## src/rtl/aes_cbc_stream_ctrl_if.sv

```systemverilog
// Bundle of stream, chaining-control and cipher-core signals for aes_cbc_stream_ctrl.
// slave: the controller's view. master: the view of whatever drives it (fabric + core model).
interface aes_cbc_stream_ctrl_if #(
    parameter int CNT_W = 16
);
    logic               mode_dec;
    logic [127:0]       iv_in;
    logic               iv_load;
    logic               in_valid;
    logic               in_ready;
    logic [31:0]        in_data;
    logic               out_valid;
    logic               out_ready;
    logic [31:0]        out_data;
    logic               core_ld;
    logic [127:0]       core_text_in;
    logic               core_done;
    logic [127:0]       core_text_out;
    logic               busy;
    logic               err_timeout;
    logic [CNT_W-1:0]   blk_count;

    modport slave (
        input  mode_dec, iv_in, iv_load, in_valid, in_data, out_ready,
               core_done, core_text_out,
        output in_ready, out_valid, out_data, core_ld, core_text_in,
               busy, err_timeout, blk_count
    );

    modport master (
        output mode_dec, iv_in, iv_load, in_valid, in_data, out_ready,
               core_done, core_text_out,
        input  in_ready, out_valid, out_data, core_ld, core_text_in,
               busy, err_timeout, blk_count
    );
endinterface

```

## src/rtl/aes_cbc_stream_ctrl.sv

```systemverilog
// CBC stream controller for a single AES-128 core: packs 4x32-bit words into a
// block, applies CBC chaining around the core, and unpacks the result to 4x32.
module aes_cbc_stream_ctrl #(
    parameter int TIMEOUT_CYC = 64,
    parameter int CNT_W       = 16
) (
    input  logic                 vclk,
    input  logic                 vrst_n,
    aes_cbc_stream_ctrl_if.slave bus
);
    typedef enum logic [1:0] {
        ST_COLLECT = 2'd0,
        ST_LOAD    = 2'd1,
        ST_WAIT    = 2'd2,
        ST_EMIT    = 2'd3
    } state_t;

    // Last WAIT cycle index before the block is abandoned.
    localparam logic [7:0] TMO_LAST = 8'(TIMEOUT_CYC - 1);

    state_t             r_state;
    state_t             w_state_next;

    logic [1:0]         r_cnt;          // input word slot
    logic [31:0]        r_slot [0:3];   // packed input words, slot 0 = [127:96]
    logic               r_mode;         // 1 = decrypt for the block in flight
    logic [127:0]       r_chain;        // CBC chaining value
    logic [127:0]       r_core_text;    // block presented to the core
    logic [127:0]       r_result;       // block being emitted
    logic [1:0]         r_k;            // output word index
    logic [7:0]         r_tmo;          // cycles spent in WAIT
    logic               r_err;
    logic [CNT_W-1:0]   r_blk_count;

    logic               w_in_ready;
    logic               w_in_fire;
    logic               w_out_valid;
    logic               w_out_fire;
    logic               w_core_ld;
    logic               w_busy;
    logic               w_tmo_hit;
    logic [127:0]       w_block;
    logic [31:0]        w_out_data;

    // Full block as it stands on the handshake of the fourth word.
    assign w_block   = {r_slot[0], r_slot[1], r_slot[2], bus.in_data};
    assign w_busy    = !((r_state == ST_COLLECT) && (r_cnt == 2'd0));
    assign w_tmo_hit = (r_tmo == TMO_LAST);

    // State register.
    always_ff @(posedge vclk) begin
        if (!vrst_n) begin
            r_state <= ST_COLLECT;
        end else begin
            r_state <= w_state_next;
        end
    end

    // Next-state and handshake/strobe decode; in_ready is held low while reset is asserted.
    always_comb begin
        w_state_next = r_state;
        w_in_ready   = 1'b0;
        w_in_fire    = 1'b0;
        w_out_valid  = 1'b0;
        w_out_fire   = 1'b0;
        w_core_ld    = 1'b0;
        case (r_state)
            ST_COLLECT: begin
                w_in_ready = vrst_n;
                w_in_fire  = w_in_ready && bus.in_valid;
                if (w_in_fire && (r_cnt == 2'd3)) begin
                    w_state_next = ST_LOAD;
                end
            end
            ST_LOAD: begin
                w_core_ld    = 1'b1;
                w_state_next = ST_WAIT;
            end
            ST_WAIT: begin
                if (bus.core_done) begin
                    w_state_next = ST_EMIT;
                end else if (w_tmo_hit) begin
                    w_state_next = ST_COLLECT;
                end
            end
            ST_EMIT: begin
                w_out_valid = 1'b1;
                w_out_fire  = bus.out_ready;
                if (w_out_fire && (r_k == 2'd3)) begin
                    w_state_next = ST_COLLECT;
                end
            end
            default: w_state_next = ST_COLLECT;
        endcase
    end

    // Input word storage; contents need no reset because a slot is always written before use.
    always_ff @(posedge vclk) begin
        if (w_in_fire) begin
            r_slot[r_cnt] <= bus.in_data;
        end
    end

    // Datapath: word counting, CBC chaining, result capture, timeout and block counting.
    always_ff @(posedge vclk) begin
        if (!vrst_n) begin
            r_cnt       <= 2'd0;
            r_mode      <= 1'b0;
            r_chain     <= '0;
            r_core_text <= '0;
            r_result    <= '0;
            r_k         <= 2'd0;
            r_tmo       <= 8'd0;
            r_err       <= 1'b0;
            r_blk_count <= '0;
        end else begin
            if (w_in_fire) begin
                r_cnt <= r_cnt + 2'd1;
                if (r_cnt == 2'd0) begin
                    r_mode <= bus.mode_dec;
                end
                // Encrypt pre-XORs the chain; decrypt passes ciphertext straight through.
                if (r_cnt == 2'd3) begin
                    r_core_text <= r_mode ? w_block : (w_block ^ r_chain);
                end
            end

            if (r_state == ST_LOAD) begin
                r_tmo <= 8'd0;
            end else if (r_state == ST_WAIT) begin
                r_tmo <= r_tmo + 8'd1;
            end

            if (r_state == ST_WAIT) begin
                if (bus.core_done) begin
                    // Decrypt post-XORs the old chain and chains on the ciphertext it was given.
                    r_result    <= r_mode ? (bus.core_text_out ^ r_chain) : bus.core_text_out;
                    r_chain     <= r_mode ? r_core_text : bus.core_text_out;
                    r_blk_count <= r_blk_count + 1'b1;
                    r_k         <= 2'd0;
                end else if (w_tmo_hit) begin
                    r_err <= 1'b1;
                    r_cnt <= 2'd0;
                end
            end

            if (w_out_fire) begin
                r_k <= r_k + 2'd1;
            end

            // IV load only between blocks; it takes precedence for the chain on a first-word handshake.
            if (bus.iv_load && !w_busy) begin
                r_chain <= bus.iv_in;
                r_err   <= 1'b0;
            end
        end
    end

    // Output word mux; zero outside EMIT.
    always_comb begin
        w_out_data = 32'd0;
        if (r_state == ST_EMIT) begin
            case (r_k)
                2'd0:    w_out_data = r_result[127:96];
                2'd1:    w_out_data = r_result[95:64];
                2'd2:    w_out_data = r_result[63:32];
                default: w_out_data = r_result[31:0];
            endcase
        end
    end

    assign bus.in_ready     = w_in_ready;
    assign bus.out_valid    = w_out_valid;
    assign bus.out_data     = w_out_data;
    assign bus.core_ld      = w_core_ld;
    assign bus.core_text_in = r_core_text;
    assign bus.busy         = w_busy;
    assign bus.err_timeout  = r_err;
    assign bus.blk_count    = r_blk_count;
endmodule
```

## src/flat_wrapper.sv

```systemverilog
// flat-port wrapper written by rule: the top's interface ports become plain ports
module aes_cbc_stream_ctrl_flat 
#(
    parameter int TIMEOUT_CYC = 64,
    parameter int CNT_W       = 16
)
  (vclk, vrst_n, bus_mode_dec, bus_iv_in, bus_iv_load, bus_in_valid, bus_in_data, bus_out_ready, bus_core_done, bus_core_text_out, bus_in_ready, bus_out_valid, bus_out_data, bus_core_ld, bus_core_text_in, bus_busy, bus_err_timeout, bus_blk_count);
  aes_cbc_stream_ctrl_if #(.CNT_W(CNT_W)) bus_i ();
  input  logic vclk;
  input  logic vrst_n;
  input wire logic [$bits(bus_i.mode_dec)-1:0] bus_mode_dec;
  input wire logic [$bits(bus_i.iv_in)-1:0] bus_iv_in;
  input wire logic [$bits(bus_i.iv_load)-1:0] bus_iv_load;
  input wire logic [$bits(bus_i.in_valid)-1:0] bus_in_valid;
  input wire logic [$bits(bus_i.in_data)-1:0] bus_in_data;
  input wire logic [$bits(bus_i.out_ready)-1:0] bus_out_ready;
  input wire logic [$bits(bus_i.core_done)-1:0] bus_core_done;
  input wire logic [$bits(bus_i.core_text_out)-1:0] bus_core_text_out;
  output wire logic [$bits(bus_i.in_ready)-1:0] bus_in_ready;
  output wire logic [$bits(bus_i.out_valid)-1:0] bus_out_valid;
  output wire logic [$bits(bus_i.out_data)-1:0] bus_out_data;
  output wire logic [$bits(bus_i.core_ld)-1:0] bus_core_ld;
  output wire logic [$bits(bus_i.core_text_in)-1:0] bus_core_text_in;
  output wire logic [$bits(bus_i.busy)-1:0] bus_busy;
  output wire logic [$bits(bus_i.err_timeout)-1:0] bus_err_timeout;
  output wire logic [$bits(bus_i.blk_count)-1:0] bus_blk_count;
  assign bus_i.mode_dec = bus_mode_dec;
  assign bus_i.iv_in = bus_iv_in;
  assign bus_i.iv_load = bus_iv_load;
  assign bus_i.in_valid = bus_in_valid;
  assign bus_i.in_data = bus_in_data;
  assign bus_i.out_ready = bus_out_ready;
  assign bus_i.core_done = bus_core_done;
  assign bus_i.core_text_out = bus_core_text_out;
  assign bus_in_ready = bus_i.in_ready;
  assign bus_out_valid = bus_i.out_valid;
  assign bus_out_data = bus_i.out_data;
  assign bus_core_ld = bus_i.core_ld;
  assign bus_core_text_in = bus_i.core_text_in;
  assign bus_busy = bus_i.busy;
  assign bus_err_timeout = bus_i.err_timeout;
  assign bus_blk_count = bus_i.blk_count;
  aes_cbc_stream_ctrl #(.TIMEOUT_CYC(TIMEOUT_CYC), .CNT_W(CNT_W)) u_core (.vclk(vclk), .vrst_n(vrst_n), .bus(bus_i));
endmodule
```

## config.mk

```make
export PLATFORM = sky130hd
export DESIGN_NAME = aes_cbc_stream_ctrl_flat
export DESIGN_NICKNAME = d
export VERILOG_FILES = /design/src/rtl/aes_cbc_stream_ctrl_if.sv /design/src/rtl/aes_cbc_stream_ctrl.sv /design/src/flat_wrapper.sv
export SDC_FILE = /design/constraint.sdc
export NUM_CORES = 1
export LEC_CHECK = 0
export BUFFER_PORTS_ARGS = -buffer_cell sky130_fd_sc_hd__buf_2
export CAP_MARGIN = 20
export CORE_AREA = 2 2 239 194
export CTS_CLUSTER_DIAMETER = 50
export CTS_CLUSTER_SIZE = 8
export DETAILED_ROUTE_END_ITERATION = 12
export DIE_AREA = 0 0 241 196
export MAX_ROUTING_LAYER = met4
export PLACE_DENSITY = 0.77
export SYNTH_ARGS = -nofsm -noshare
export SYNTH_HDL_FRONTEND = slang
export SYNTH_SLANG_ARGS = --single-unit
```

## constraint.sdc

```tcl
create_clock -name vclk -period 3 [get_ports vclk]
set_input_delay 0 -clock vclk [delete_from_list [all_inputs] [get_ports vclk]]
set_output_delay 0 -clock vclk [all_outputs]
set_load 0.02 [all_outputs]
```

==> results.py <==
metrics = {
    "sta": {
        "finalHoldViolCount": 0,
        "clock_skew_ns": 0.0197,
        "fmax_mhz": 368,
        "slew-limit-headroom": 0.445,
        "post-route-period-util": 0.906,
        "rsz0062_at_grt": "false",
        "setup_viol": 0,
        "drv_slew": 0,
        "period_needed_ns": 2.72,
        "tightest_slew_ns": 0.833,
        "tns_ns": 0,
    },
    "synth": {
        "syn_nets": 2855,
        "synthTopCellsByArea": "dfxtp_1, edfxtp_1, nor2_1, a211oi_1, mux2i_1",
        "postSynthAreaPerCell_um2": 9.26,
        "netlist_area_um2": 23600,
        "async_flop_share": 0,
        "yosys.area.top_type_share": 0.353,
        "synth_top_area_cell": "dfxtp_1",
        "synthFlopType": "dfxtp_1",
        "synth-seq-cells": 512,
        "synth_edf_count": 96,
        "ys.warnings.count": 0,
        "ys_types": 40,
        "ys_seq_area_frac": 0.475,
        "synthCells": 2549,
    },
    "placement": {
        "place.gp.congestion": 0.989,
        "io_buffers": 475,
        "hpwlAfterDp_mm": 55.2,
    },
    "finish": {
        "final_common_cell": "nor2_1",
        "final_cell_mix": "nor2_1, buf_2, dlygate4sd3_1",
        "area_growth_pct": 39.3,
        "nets": 3663,
        "drive_above_1_share": 0.181,
    },
    "critical_path": {
        "criticalPathCategory": "register to register",
        "critPathBufInv": 2,
        "crit_family": "buffers and inverters",
        "crit_path_max_incr_delay_ns": 0.62,
        "path_cells": "and4bb_4 > buf_12 > a221oi_1 > dlygate4sd3_1 > nor2_1",
        "slowest_stage": "dlygate4sd3_1",
        "startpoint_type": "register",
        "cp_max_fo": 129,
        "cp.arrival_ns": 3.24,
        "rrSetupSlack_ns": 0.28,
        "end_kind": "register",
        "cp_data_required_time_ns": 3.52,
    },
    "power": {
        "ir_worst_vdd_uv": 400,
        "power_density_nw_per_um2": 530,
        "p_total_mw": 17.4,
        "power.leakage_nw": 12.1,
    },
    "global_routing": {
        "antenna_found_initial": 8,
        "grt_usage": 0.386,
        "grt.overflow.total": 0,
        "grt_pass1_wl_mm": 135,
        "grt_start_max_net_pins": 187,
        "grt_pass1_vias": 23090,
    },
    "routing": {
        "avgViaCountPerCell": 5.88,
        "wl_mm": 90.6,
        "drt_iter0_drc": 2804,
        "ant_nets": 0,
        "via_count": 23658,
        "drcViolationCount": 0,
        "wl_per_cell_um": 22.5,
        "dr.pass1.iters": 9,
    },
    "die": {
        "ioPinCount": 476,
        "fp.dieArea_um2": 47200,
        "core_um2": 45000,
        "fp.dieH_um": 196,
        "die_w_um": 241,
        "initial_core_util": 0.524,
        "num_rows": 70,
    },
    "flow_run": {
        "max_cap_viol_count": 0,
    },
    "clock_tree": {
        "h-tree-depth": 3,
        "clock_path_buffers": 3,
        "clock-root-buffer": "clkbuf_16",
        "cts.sinks": 512,
        "cts_tree": "built",
        "clk_pin_slew_ns": 0.05,
        "numCtsBuffers": 74,
        "clkLatencyLatePin_ns": 0.61,
    },
    "worst_hold_path": {
        "hold_class": "input pin to register",
    },
    "outcome": {
        "status": "completed",
    },
}
## metal layers
layer / vias up / global-route usage / routed length [um]
met5: - / - / 0
met4: 0 / 0.159 / 3900
met3: 300 / 0.106 / 10800
met2: 1532 / 0.551 / 38800
met1: 11248 / 0.515 / 37100
li1: 10578 / - / -
## Yosys cell counts, drive strengths merged (3+ instances only)
cell and instances:
nor3 3, o21ai 9, clkbuf 137, mux2i 129
a222oi 32, or4 5, nor2b 129, or3 7
xnor2 138, xor2 132, ha 11, a211oi 256
a21oi 47, nor2 603, and2 5, edfxtp 96
buf 74, a221oi 128, inv 10, dfxtp 416
nand2 142, nand3 15, nand4 5
## area by class of cell
| cell class | instances | area (um2) |
|---|---|---|
| antenna | 8 | 20.0 |
| timing repair buffer | 943 | 7210 |
| multi-input combinational | 1816 | 11500 |
| inverter | 10 | 45.0 |
| clock inverter | 3 | 23.8 |
| clock buffer | 122 | 2110 |
| sequential | 512 | 11200 |
| tap | 612 | 766 |
| fill | 3105 | 12200 |
## worst reg2reg max path, delay by kind of cell, from the launching register on
family	cells	cell delay (ns)
AOI/OAI and AO/OA	1	0.35
and+or+nand+nor	2	0.64
DFF	1	0.49
buffers and inverters	2	1.17
## logic make-up after synthesis
family,after synthesis,synth area share
xor gates and xnor gates,270,0.100
muxes,130,0.0552
and+or+nand+nor,927,0.168
buffers and inverters,221,0.0398
AOI/OAI and AO/OA,478,0.156
DFF,512,0.475
adders and majority gates,11,0.00583
## timing repair
action,4_1_cts,5_1_grt
setup buffers,0,3
endpoints found under the setup margin,0,15
gates resized for setup,0,1
hold endpoints to repair,400,0
hold buffers,421,0
## path summary, 6_finish.rpt
check / start / to / depth (start not counted)
hold / removal: bus_in_valid / u_core.r_cnt[1] / 4
setup reg to reg: u_core.r_state[0] / u_core.r_chain[49] / 5
setup / recovery: u_core.r_state[0] / u_core.r_chain[49] / 5
hold reg to reg: u_core.bus.err_timeout / u_core.bus.err_timeout / 1
## power breakdown
group	switching, mW	total [mW]	internal, mW
logic	1.10	2.25	1.15
clock network	3.10	7.84	4.74
registers	0.137	7.32	7.19
## sequential cells by signal, summed over array words and instances, names as in the netlist
name / flops
u_core.r_cnt: 2
u_core.r_slot: 96
u_core.bus.err_timeout: 1
u_core.r_tmo: 8
u_core.r_chain: 128
u_core.r_state: 2
u_core.bus.core_text_in: 128
u_core.r_mode: 1
u_core.r_result: 128
u_core.r_k: 2
u_core.bus.blk_count: 16
## per-stage QoR
stage                     worst slack [ns]  area (um2)  cells   util  hold slack [ns]
after global placement               0.804       26500   3469  0.588            0.240
after detailed placement             0.635       26500   3469  0.588            0.252
after floorplan                      0.253       23600   2549      -           0.0989
after CTS                            0.121       32800   4015  0.729          0.00651
after global routing                0.0751       32900   4025  0.730           0.0601
final                                0.281       32900   4026  0.730           0.0312
Note: power is estimated with default switching activity, not from simulation.
